<file path="config.mk">
export PLATFORM = sky130hd
export DESIGN_NAME = led_play_sequencer
export DESIGN_NICKNAME = d
export VERILOG_FILES = /design/src/rtl/led_play_sequencer.sv
export SDC_FILE = /design/constraint.sdc
export NUM_CORES = 1
export LEC_CHECK = 0
export ABC_CLOCK_PERIOD_IN_PS = 3300
export CAP_MARGIN = 10
export CELL_PAD_IN_SITES_DETAIL_PLACEMENT = 1
export CELL_PAD_IN_SITES_GLOBAL_PLACEMENT = 2
export CORE_MARGIN = 2
export CORE_UTILIZATION = 29
export DETAILED_ROUTE_END_ITERATION = 10
export PLACE_DENSITY = 0.86
export SLEW_MARGIN = 15
export SYNTH_ARGS = -nofsm -noshare
export SYNTH_HDL_FRONTEND = slang
export SYNTH_SLANG_ARGS = --single-unit
</file>
<file path="constraint.sdc">
create_clock -name clk -period 3.3 [get_ports clk]
set_clock_uncertainty 0.05 [all_clocks]
set_input_delay 0.33 -clock clk [delete_from_list [all_inputs] [get_ports clk]]
set_output_delay 0.33 -clock clk [all_outputs]
set_load 0.01 [all_outputs]
</file>
<file path="src/rtl/led_play_sequencer.sv">
// ----------------------------------------------------------------------------
// led_play_sequencer
//   Playback controller for the LED pattern memory. A start pulse walks the
//   memory read port from address 0 up to a latched last address. Each fetched
//   pattern is held on the LEDs for a latched number of cycles. The run then
//   either finishes with a done pulse or wraps around and loops. A stop pulse
//   aborts the run and blanks the LEDs.
//
// Ports
//   clk        system clock
//   rst        synchronous, active-high reset
//   start      one-cycle pulse, begins playback (honoured only when idle)
//   stop       one-cycle pulse, aborts playback / blanks LEDs; beats start
//   loopEn     1 = wrap to address 0 after lastAddr, 0 = one-shot
//   lastAddr   final address played
//   holdTicks  cycles each pattern is held (0 behaves as 1)
//   addrRd     memory read address
//   dataRd     memory read data, valid one cycle after addrRd
//   outPattern registered LED drive
//   busy       high whenever the sequencer is not idle
//   done       one-cycle pulse when a one-shot run completes normally
// ----------------------------------------------------------------------------
module led_play_sequencer #(
    parameter int DATA_W = 16,
    parameter int ADDR_W = 4,
    parameter int TICK_W = 24
) (
    input  logic              clk,
    input  logic              rst,
    input  logic              start,
    input  logic              stop,
    input  logic              loopEn,
    input  logic [ADDR_W-1:0] lastAddr,
    input  logic [TICK_W-1:0] holdTicks,
    output logic [ADDR_W-1:0] addrRd,
    input  logic [DATA_W-1:0] dataRd,
    output logic [DATA_W-1:0] outPattern,
    output logic              busy,
    output logic              done
);

    localparam logic [1:0] IDLE  = 2'd0;
    localparam logic [1:0] FETCH = 2'd1;
    localparam logic [1:0] LOAD  = 2'd2;
    localparam logic [1:0] HOLD  = 2'd3;

    logic [1:0]        state;
    logic [ADDR_W-1:0] addr;
    logic [ADDR_W-1:0] lastAddrL;
    logic              loopEnL;
    logic [TICK_W-1:0] holdL;
    logic [TICK_W-1:0] cnt;

    // The read address simply follows addr, so in IDLE it keeps showing the
    // last address that was played.
    assign addrRd = addr;

    always_ff @(posedge clk) begin
        if (rst) begin
            state      <= IDLE;
            addr       <= '0;
            lastAddrL  <= '0;
            loopEnL    <= 1'b0;
            holdL      <= '0;
            cnt        <= '0;
            outPattern <= '0;
            busy       <= 1'b0;
            done       <= 1'b0;
        end else begin
            done <= 1'b0;
            if (stop) begin
                // Stop beats everything, including a same-cycle start.
                state      <= IDLE;
                busy       <= 1'b0;
                outPattern <= '0;
            end else begin
                case (state)
                    IDLE: begin
                        if (start) begin
                            loopEnL   <= loopEn;
                            lastAddrL <= lastAddr;
                            holdL     <= (holdTicks == '0) ? TICK_W'(1) : holdTicks;
                            addr      <= '0;
                            state     <= FETCH;
                            busy      <= 1'b1;
                        end
                    end
                    FETCH: begin
                        state <= LOAD;
                    end
                    LOAD: begin
                        // Memory data for addr is valid in this cycle.
                        outPattern <= dataRd;
                        cnt        <= holdL - TICK_W'(1);
                        state      <= HOLD;
                    end
                    HOLD: begin
                        if (cnt != '0) begin
                            cnt <= cnt - TICK_W'(1);
                        end else if (addr != lastAddrL) begin
                            addr  <= addr + ADDR_W'(1);
                            state <= FETCH;
                        end else if (loopEnL) begin
                            addr  <= '0;
                            state <= FETCH;
                        end else begin
                            state <= IDLE;
                            busy  <= 1'b0;
                            done  <= 1'b1;
                        end
                    end
                    default: begin
                        state <= IDLE;
                        busy  <= 1'b0;
                    end
                endcase
            end
        end
    end

endmodule

</file>
==> flow_metrics.env <==
export IMPL_outcome="finished clean"
export IMPL_syn_cell_area_um2=4400
export IMPL_antennaDiodeCount=0
export IMPL_yosysTopAreaCellShare_pct=35.1
export IMPL_hold_violations=0
export IMPL_p_total_w=0.00255
export IMPL_r2r_end="cnt[21]"
export IMPL_maxCapViolations=0
export IMPL_hold_end="cnt[17]"
export IMPL_path_max_fanout=20
export IMPL_vias=4401
export IMPL_grt_pass1_wl_um=23800
export IMPL_synth_edf_count=0
export IMPL_portBuffers=70
export IMPL_grt_antenna_before_repair=0
export IMPL_post_cts_setup_buffers=0
export IMPL_clk_latency_ns=0.35
export IMPL_ys_warn_count=0
export IMPL_via_per_inst=5.56
export IMPL_yosysTopAreaCell="dfxtp_1"
export IMPL_wire_per_inst_um=18.6
export IMPL_peakVddDrop_v=0.000324
export IMPL_p_comb_share_pct=19.1
export IMPL_first_iter_violations=186
export IMPL_ant_nets=0
export IMPL_path_clk_slew_ns=0.06
export IMPL_syn_nets=595
export IMPL_p_per_area_nw_per_um2=457
export IMPL_fin_nets=654
export IMPL_cts_max_level=3
export IMPL_final_cell_area_um2=5570
export IMPL_grt_max_degree=38
export IMPL_slew_headroom_pct=50.6
export IMPL_postCtsHoldBufs=0
export IMPL_dp_cells=777
export IMPL_dp_hpwl_um=10900
export IMPL_wl_um=14700
export IMPL_dr_pass1_iters=4
export IMPL_ys_ff_latch=77
export IMPL_cts_sinks=77
export IMPL_synth_ff_type="dfxtp_1"
export IMPL_core_rowCount=45
export IMPL_worstSetupPathType="flip-flop to flip-flop"
export IMPL_cts_resized=0
export IMPL_finalNonFillerCells=792
export IMPL_hold_path_startpoint="rst"
export IMPL_place_congestion=0.863
export IMPL_rsz0062_at_grt="no"
export IMPL_clockBufferDepth=2
export IMPL_cp_data_arrival_time_ns=3.19
export IMPL_fin_hold_ws_ns=0.391
export IMPL_p_seq_share_pct=40.4
export IMPL_initial_utilization_pct=29.2
export IMPL_cts_made_buffers=9
export IMPL_drive_above_1_share_pct=9.27
export IMPL_postPlaceCellArea_um2=5270
export IMPL_die_h_um=127
export IMPL_timing_setup_tns_ns=0
export IMPL_holdPathStages=2
export IMPL_grt_overflow=0
export IMPL_ys_types=72
export IMPL_tightest_slew_ns=0.734
export IMPL_cpPeakStageDelay_ns=0.57
export IMPL_crit_chain="ha_2, buf_4, nor4_1, o211ai_1, nor4b_4, nand2_1, a221oi_1"
export IMPL_endpoint_kind="flip-flop"
export IMPL_max_freq_ghz=0.332
export IMPL_finalMaxSlewViolations=0
export IMPL_cts_tree="built"
export IMPL_core_area_um2=15000
export IMPL_required_ns=3.48
export IMPL_cts_root_buffer="clkbuf_16"
export IMPL_fin_crit_sh_pct=91.2
export IMPL_p_switching_w=0.000762
export IMPL_die_x_um=127
export IMPL_route_detailed_drc=0
export IMPL_setup_violations=0
export IMPL_clkPwrFrac_pct=40.4
export IMPL_die_area_um2=16200
export IMPL_syn_inst=541
export IMPL_synth_area_top_cells="dfxtp_1 35%, nand2_1 7.4%, mux2i_1 7.3%"
export IMPL_crit_family="simple AND/OR/NAND/NOR gates"
export IMPL_grt_use_total_pct=18.6
export IMPL_asyncSetResetFlopFracSynth_pct=0
export IMPL_syn_mean_instance_area_um2=8.13
export IMPL_layout_min_cycle_time_ns=3.01
export IMPL_intPower_w=0.00178
export IMPL_switching_share_pct=29.9
export IMPL_startpoint_type="flip-flop"
export IMPL_r2r_setup_slack_ns=0.29
export IMPL_path_buf_inv=1
export IMPL_grt_pass1_vias=4535
export IMPL_r2r_cells=7
export IMPL_ys_seq_area_share_pct=35.1
export IMPL_timing_rr_start="state[0]"
export IMPL_area_delta_synth_final_pct=26.6
export IMPL_io_pins=71
export IMPL_crit_slowest_cell="nor4_1"
export IMPL_hp_class="primary input to flip-flop"
export IMPL_p_leak_nw=1.86
[power groups by stage]
stage / logic (W) / clock network (W) / registers (W)
floorplan: 0.000335 / 0 / 0.00102
global placement: 0.000467 / 0 / 0.00105
detailed placement: 0.000482 / 0 / 0.00105
CTS: 0.000488 / 0.00105 / 0.00103
global route: 0.000533 / 0.00108 / 0.00104
finish: 0.000487 / 0.00103 / 0.00103
[cells in the mapped netlist (4+ instances only)]
cell type and instances:
a211oi_1 5, a21o_1 6, a21oi_1 59, a22oi_1 6, a31oi_1 9, and2_1 6
buf_1 4, buf_2 8, clkbuf_1 21, dfxtp_1 77, ha_1 5, inv_1 11
mux2i_1 32, nand2_1 87, nand2b_1 5, nand3_1 9, nand4_1 4, nor2_1 37
nor2b_1 6, nor3_1 15, nor4_1 15, o211ai_1 7, o21ai_0 17, o31ai_1 5
or3_1 7, or4_1 5, xor2_1 5
[cell type report]
| type | count | area, um^2 |
|---|---|---|
| well taps | 188 | 235 |
| multi-input cells | 417 | 2650 |
| clock inverters | 5 | 58.8 |
| repair buffers | 84 | 801 |
| flip-flops and latches | 77 | 1540 |
| inverters | 11 | 41.3 |
| fillers | 1765 | 9470 |
| clock buffers | 10 | 239 |
[routing by layer]
metal / wire (um) / global-route usage, %
met5: 0 / 0
met3: 754 / 4.06
met1: 6450 / 23.0
met2: 7110 / 31.8
met4: 395 / 7.05
[cells by family (layout without fill, tap and decap cells)]
group,after synthesis,in the layout,share of synthesized area (%)
multiplexers,35,35,8.05
flip-flops,77,77,35.1
buffers and inverters,47,110,4.75
adder cells (fa/ha/maj),5,5,1.42
XOR/XNOR,7,7,1.39
AO/OA/AOI/OAI,150,150,23.2
AND/OR/NAND/NOR,220,220,26.2
[flip-flops by register name (all words and copies together) (netlist names)]
name        flops
outPattern     16
done            1
cnt            24
busy            1
lastAddrL       4
addrRd          4
holdL          24
state           2
loopEnL         1
[through the flow]
stage / worst slack (ns) / util, %
floorplan: 0.131 / -
global placement: 0.613 / 35.1
detailed placement: 0.463 / 35.1
CTS: 0.313 / 37.0
global route: 0.190 / 37.0
finish: 0.290 / 37.0
[how the worst max path moves through the flow]
stage / from / endpoint / slack (ns) / cells after the start
2_1_floorplan: state[0] / cnt[10] / 0.13 / 13
4_1_cts: state[0] / cnt[21] / 0.31 / 7
3_3_place_gp: state[0] / cnt[16] / 0.61 / 8
3_5_place_dp: state[0] / cnt[21] / 0.46 / 7
6_report: state[0] / cnt[21] / 0.29 / 7
5_1_grt: state[0] / cnt[21] / 0.19 / 7
[layout by cell type (no fill, tap or decap), types with 7 or more instances in the layout]
| master | Yosys | layout |
|---|---|---|
| a21oi_1 | 59 | 59 |
| clkdlybuf4s50_1 | 0 | 69 |
| mux2i_1 | 32 | 32 |
| o211ai_1 | 7 | 7 |
| nand3_1 | 9 | 9 |
| or3_1 | 7 | 7 |
| inv_1 | 11 | 11 |
| buf_4 | 0 | 14 |
| nor3_1 | 15 | 15 |
| clkbuf_16 | 0 | 9 |
| nor2_1 | 37 | 36 |
| nand2_1 | 87 | 87 |
| nor4_1 | 15 | 15 |
| o21ai_0 | 17 | 17 |
| dfxtp_1 | 77 | 77 |
| a31oi_1 | 9 | 9 |
(Power assumes the default switching activity.)
